<file path="config.mk">
export PLATFORM = sky130hd
export DESIGN_NAME = spart_rx_fifo
export DESIGN_NICKNAME = d
export VERILOG_FILES = /design/src/rtl/spart_rx_fifo.sv
export SDC_FILE = /design/constraint.sdc
export NUM_CORES = 1
export LEC_CHECK = 0
export CAP_MARGIN = 20
export CORE_MARGIN = 4
export CORE_UTILIZATION = 40
export DETAILED_ROUTE_END_ITERATION = 7
export HOLD_SLACK_MARGIN = 0.02
export PLACE_DENSITY_LB_ADDON = 0.3
export SLEW_MARGIN = 30
export SYNTH_ARGS = -nofsm -noshare
export SYNTH_HDL_FRONTEND = slang
export SYNTH_SLANG_ARGS = --single-unit
</file>
<file path="constraint.sdc">
create_clock -name rx_clk -period 2.6 [get_ports rx_clk]
set_input_delay 0.52 -clock rx_clk [delete_from_list [all_inputs] [get_ports rx_clk]]
set_output_delay 0.52 -clock rx_clk [all_outputs]
set_load 0.01 [all_outputs]
</file>
<file path="src/rtl/spart_rx_fifo.sv">
// SPART receive buffer: captures deserialised bytes into a small FIFO and serves
// data/status reads to the processor bus, with sticky overrun and framing flags.
module spart_rx_fifo #(
    parameter int DW    = 8,
    parameter int DEPTH = 8,
    parameter int AW    = 3
) (
    input  logic          rx_clk,
    input  logic          rst,
    input  logic          rx_rda,
    input  logic [DW-1:0] rx_data,
    input  logic          rx_frame_err,
    output logic          rx_ack,
    input  logic          iocs,
    input  logic          iorw,
    input  logic [1:0]    ioaddr,
    output logic [7:0]    rd_data,
    output logic          rd_valid,
    output logic          rx_irq
);

    typedef enum logic {
        IDLE,
        WAIT_LOW
    } cap_state_t;

    localparam logic [AW:0] FULL_COUNT = (AW+1)'(DEPTH);

    cap_state_t    state;
    logic [DW-1:0] mem [DEPTH];
    logic [AW-1:0] wptr;
    logic [AW-1:0] rptr;
    logic [AW:0]   count;
    logic [AW:0]   count_next;
    logic          ovf;
    logic          ferr;

    logic          push_req;
    logic          push;
    logic          pop;
    logic          overrun;
    logic          rd;
    logic          stat_rd;
    logic          empty;
    logic          full;
    logic [7:0]    status_word;

    assign rd       = iocs & iorw;
    assign empty    = (count == '0);
    assign full     = (count == FULL_COUNT);
    assign push_req = (state == IDLE) && rx_rda;
    assign pop      = rd && (ioaddr == 2'b00) && !empty;
    // A same-cycle pop frees a slot, so a push into a full FIFO is still accepted.
    assign push     = push_req && (!full || pop);
    assign overrun  = push_req && full && !pop;
    assign stat_rd  = rd && (ioaddr == 2'b01);

    // Flags fold in same-cycle set events so a coinciding error is never lost.
    assign status_word = {ovf | overrun, ferr | rx_frame_err, empty, full, 4'(count)};

    always_comb begin
        count_next = count;
        case ({push, pop})
            2'b10:   count_next = count + 1'b1;
            2'b01:   count_next = count - 1'b1;
            default: count_next = count;
        endcase
    end

    always_ff @(posedge rx_clk) begin
        if (push) begin
            mem[wptr] <= rx_data;
        end
    end

    always_ff @(posedge rx_clk or posedge rst) begin
        if (rst) begin
            state    <= IDLE;
            rx_ack   <= 1'b0;
            wptr     <= '0;
            rptr     <= '0;
            count    <= '0;
            ovf      <= 1'b0;
            ferr     <= 1'b0;
            rd_data  <= 8'h00;
            rd_valid <= 1'b0;
            rx_irq   <= 1'b0;
        end else begin
            case (state)
                IDLE: begin
                    if (rx_rda) begin
                        rx_ack <= 1'b1;
                        state  <= WAIT_LOW;
                    end else begin
                        rx_ack <= 1'b0;
                    end
                end
                WAIT_LOW: begin
                    rx_ack <= 1'b0;
                    if (!rx_rda) begin
                        state <= IDLE;
                    end
                end
                default: begin
                    rx_ack <= 1'b0;
                    state  <= IDLE;
                end
            endcase

            if (push) begin
                wptr <= wptr + 1'b1;
            end
            if (pop) begin
                rptr <= rptr + 1'b1;
            end
            count  <= count_next;
            rx_irq <= (count_next != '0);

            if (overrun) begin
                ovf <= 1'b1;
            end else if (stat_rd) begin
                ovf <= 1'b0;
            end
            if (rx_frame_err) begin
                ferr <= 1'b1;
            end else if (stat_rd) begin
                ferr <= 1'b0;
            end

            rd_valid <= rd;
            if (rd) begin
                case (ioaddr)
                    2'b00:   rd_data <= pop ? 8'(mem[rptr]) : 8'h00;
                    2'b01:   rd_data <= status_word;
                    default: rd_data <= 8'h00;
                endcase
            end
        end
    end

endmodule
</file>
Yosys cells after proc, flatten, opt, wreduce, memory -nomap -nowiden
Memory sizes are Yosys's and may differ from the RTL's.
Index checks and enable logic that the tools add are counted.
W data, S select, Z words.

word-level totals
  register bits = 24
  RAM bits = 64
  input port bits = 16
  output and inout bits = 11
  logic and storage cells = 49
  memories = 1

memories
  name  words  bits a word  read ports  clocked after Yosys merged registers in  wr ports  RTL line  RTL
  mem   8      8            1           0                                        1         30        logic [DW-1:0] mem [DEPTH];

operators by class
  add/sub/neg operators = 4
  equal/unequal tests = 4
  mux-type cells = 10
  bitwise logic cells = 4
  reduce and logical (&&, ||, !) cells = 16

operator list
  operator               number
  $pmux W8 S2            1
  $mux W8                1
  $pmux W4 S2            1
  $logic_and A1 B1 Y1    7
  $add A3 B1 Y3 const B  2
  $mux W1                6
  $add A4 B1 Y4 const B  1
  $eq A2 B1 Y1 const B   2
  $eq A4 B4 Y1 const B   1
  $logic_not A4 Y1       1
  $reduce_bool A2 Y1     2
  $reduce_bool A4 Y1     1
  $sub A4 B1 Y4 const B  1
  $logic_not A1 Y1       3
  $eq A2 B2 Y1 const B   1
  $logic_not A2 Y1       1
  $or A1 B1 Y1           2
  $pmux W1 S2            1
  $and A1 B1 Y1          1
  $logic_or A1 B1 Y1     1
  $not A1 Y1             1

Longest topological paths before layout
  depth in word-level cells = 8
  gate-level depth with buffers = 11
  depth with buffers taken out = 10

Worst setup path after synthesis
OpenSTA, ideal clock, no wires.

  path type = input -> register
  start = input port rx_rda
  end = register rx_irq
  library setup time = 133 ps
  data arrival time = 2326 ps
  required time = 2467 ps
  slack = 142 ps
  cell stages on the path = 10
  path buffers = 0
  cells stage by stage = nor2b_1 a21boi_1 inv_1 ha_1 xor2_1 ha_1 a21oi_1 mux2i_1 xnor2_1 nand4b_1

between the ends
  cells in the longest elaborated chain, start to end = 5
  elaborated cells between the ends (all ways) = 6
  those cells by class = eq/ne: 2; mux: 1; reduce/logical: 3

RTL lines
  element                                              RTL line  RTL
  from (decl)                                          10        input logic rx_rda,
  $logic_and A1 B1 Y1 *                                51        assign push_req = (state == IDLE) && rx_rda;
  $logic_and A1 B1 Y1 *                                54        assign push = push_req && (!full || pop);
  $eq A2 B1 Y1 / $eq A2 B2 Y1 (equally long branches)  63        case ({push, pop})
  $pmux W4 S2 *                                        63
  via count_next[2]                                    34        logic [AW:0] count_next;
  $reduce_bool A4 Y1 *                                 117       rx_irq <= (count_next != '0);
  to (signal assigned)                                 117
  to (decl)                                            19        output logic rx_irq

The timed path passes the listed nets; every way through them passes the cells marked *.
A chain may end at the register's enable or synchronous reset.

Final worst setup path
  start = input port ioaddr[0]
  end = register rx_irq

between the ends
  cells in the longest elaborated chain, start to end = 8
  elaborated cells between the ends (all ways) = 9
  those cells by class = eq/ne: 2; mux: 1; reduce/logical: 6

RTL lines
  element                                              RTL line  RTL
  from (decl)                                          16        input logic [1:0] ioaddr,
  $logic_not A2 Y1 *                                   52        assign pop = rd && (ioaddr == 2'b00) && !empty;
  $logic_and A1 B1 Y1 * (2 in a row)                   52
  via pop                                              40        logic pop;
  $logic_or A1 B1 Y1                                   54
  $logic_and A1 B1 Y1                                  54
  $eq A2 B1 Y1 / $eq A2 B2 Y1 (equally long branches)  63
  $pmux W4 S2 *                                        63
  via count_next[2]                                    34
  $reduce_bool A4 Y1 *                                 117

Marks and branches as above.

==> impl_metrics.ini <==
[status]
status = finished, final reports clean

[finish]
layout.cells.non_filler = 383
antenna_cells = 0
nets = 291
syn_to_final_growth_pct = 23.0
drive_gt1_share_pct = 23.6
layout.cells.most_common = edfxtp_1
final_cell_mix = 64 x edfxtp_1, 33 x buf_4, 26 x clkdlybuf4s50_1
post-route-util_pct = 50.6
fin_area_sq_um = 4410

[floorplanning]
io_pins = 27
start_util_pct = 41.1
die_h_um = 103
core_sq_um = 8720
die_w_um = 103
die_area_sq_um = 10500
rows = 34

[timing]
tightest_slew_ns = 0.586
finalSetupViolations = 0
slew_viol_final = 0
rsz0062_at_grt = false
skew_ns = 0.00745
hold_viol = 0
finalCritPeriodShare_pct = 93.5
timing.fmax_mhz = 411
fin_crit_ns = 2.43
relSlewSlack_pct = 60.9

[place]
globalplace.congestion = 0.731
io_buffer_count = 26
dp_hpwl_mm = 4.81
place_area_sq_um = 4200
placedCellCount = 367

[logic_synthesis]
synth-warning-count = 0
yosysSeqAreaShare_pct = 70.3
avgSynthCellArea_sq_um = 17.3
syn_inst = 207
synth_nets = 228
ys_types = 37
syn_area_sq_um = 3590
ys_seq_elements = 88

[grt]
grt_pass1_vias = 2016
gr-total-overflow = 0
grt_use_met2_pct = 22.3
use_met3_pct = 4.53
grt_usage_pct = 13.9
met1_usage_pct = 18.4
antenna_found_initial = 0
grt_pass1_wl_mm = 10.7
busiest_layer = met2
grt_max_degree = 22

[drt]
drt_wl_total_mm = 6.69
vias = 1944
post-route-drc-count = 0
first_pass_iters = 4
wl_per_cell_um = 17.5
drt-initial-drc-count = 102
ant_nets = 0
avgViaCountPerCell = 5.08

[critical_path]
cp-end-kind = flop
worstSetupPathType = in2reg
crit_arrival_ns = 2.66
cp_cell_sequence = clkdlybuf4s50_1 > nand4bb_4 > or2_2 > inv_1 > ha_2 > xor2_1 > ha_1 > a21oi_1 > mux2i_1 > xnor2_1 > nand4b_1
max_stage_delay_ns = 0.43
cp_num_buf_inv = 2
critical_path.slowest_cell = clkdlybuf4s50_1
regToRegSetupSlack_ns = 0.22
cp.required_ns = 2.83
critPathMaxFanout = 3
cp_top_family = simple AND/OR/NAND/NOR gates
start_kind = primary input

[cts]
clock_latency_ns = 0.34
cts_buffer_depth = 2
clkTransAtPathRegs_ns = 0.08
postCtsSetupBuffers = 0
cts_buffers = 9
h-tree-depth = 3
cts.sinks = 88
cts_root_buf = clkbuf_8
cts_tree = built

[worst_hold_path]
hold_path.class = in2async

[power_and_ir_drop]
p_per_area_nw_per_um2 = 879
share_seq_of_total_power_pct = 49.4
intPower_mw = 2.78
irDropWorstVdd_v = 0.000382
comb_power_share_pct = 27.4
clock_power_share_pct = 23.2
swShare_pct = 28.3
leakage_nw = 1.64
p_sw_mw = 1.10

[flow_run]
cap_violations = 0
==> cells by family after synthesis <==
logic type / after synthesis / share of synthesized area, %
compound gates: 23 / 4.01
xor+xnor: 6 / 1.46
fa+ha+maj: 5 / 1.74
buf+inv: 13 / 2.06
flops: 88 / 70.3
mux: 26 / 13.4
simple gates: 46 / 7.01
==> final cells by class <==
type                       instances  area, sq um
fill                             744         4310
tap                              108          135
sequential                        88         2520
multi-input combinational        106         1010
clock inverter                     2         11.3
timing repair buffer              60          528
clock buffer                      14          184
inverter                           5         18.8
==> metal layers <==
layer,up-vias,share of wire (%)
li1,921,-
met1,977,48
met2,36,47
met3,10,4.7
met4,0,1.1
met5,-,0
==> what timing repair did <==
action                     in CTS  in global routing
hold buffers                    0                  0
gates resized for setup         0                  3
setup endpoints to repair       0                  1
==> state kept, by name, summed over array words and instances, names as in the netlist <==
name,count
state,1
rx_irq,1
mem,64
ovf,1
count,4
rx_ack,1
wptr,3
rptr,3
rd_valid,1
ferr,1
rd_data,8
==> stage by stage <==
step,hold WS [ns],setup slack (ns),total power [mW],setup TNS [ns]
global route,0.347,0.00846,4.10,0
global placement,0.487,-0.171,3.01,-0.246
CTS,0.328,0.0897,3.92,0
finish,0.343,0.170,3.88,0
floorplan,0.408,0.142,2.59,0
detailed placement,0.505,-0.272,3.03,-0.485
==> power by group through the flow <==
stage          Clock (mW)  Sequential, mW  Combinational, mW
2_1_floorplan           0            1.86              0.732
3_3_place_gp            0            1.95               1.06
3_5_place_dp            0            1.96               1.07
4_1_cts             0.923            1.92               1.08
5_1_grt             0.980            1.95               1.17
6_report            0.900            1.92               1.06
==> synthesized netlist by cell type (all sizes together) <==
library cell	number	area share (%)
edfxtp	64	54
mux2i	9	2.5
clkbuf	2	0.21
a221o	1	0.28
xnor2	5	1.2
xor2	1	0.24
a22oi	6	1.3
nor2	10	1.0
nor3	3	0.42
nor3b	1	0.35
nand4bb	1	0.31
a31oi	1	0.17
nand2b	4	0.70
a21oi	3	0.42
a21boi	1	0.21
nor4b	2	0.66
nand4b	1	0.24
buf	6	1.3
o21ai	9	1.3
ha	5	1.7
mux2	1	0.31
dfrtp	24	17
inv	5	0.52
nor4	1	0.17
mux4	16	11
and4b	1	0.28
nand3	1	0.14
or2	1	0.17
nor2b	4	0.70
o21bai	1	0.21
nand2	15	1.6
a21o	1	0.21
and3b	1	0.24
==> worst paths after layout <==
path | start | endpoint | cells past startpoint
worst max register to register | count[3]$_DFF_PP0_ | rx_irq$_DFF_PP0_ | 10
min in group rx_clk | rd_data[6]$_DFFE_PP0P_ | rd_data[6]$_DFFE_PP0P_ | 2
worst min-delay path | rst | ferr$_DFFE_PP0P_ | 2
worst max-delay path | ioaddr[0] | rx_irq$_DFF_PP0_ | 11
max in group asynchronous | rst | rptr[2]$_DFFE_PP0P_ | 3
worst min register to register | rd_data[6]$_DFFE_PP0P_ | rd_data[6]$_DFFE_PP0P_ | 2
Power figures use the tool's default switching activity.
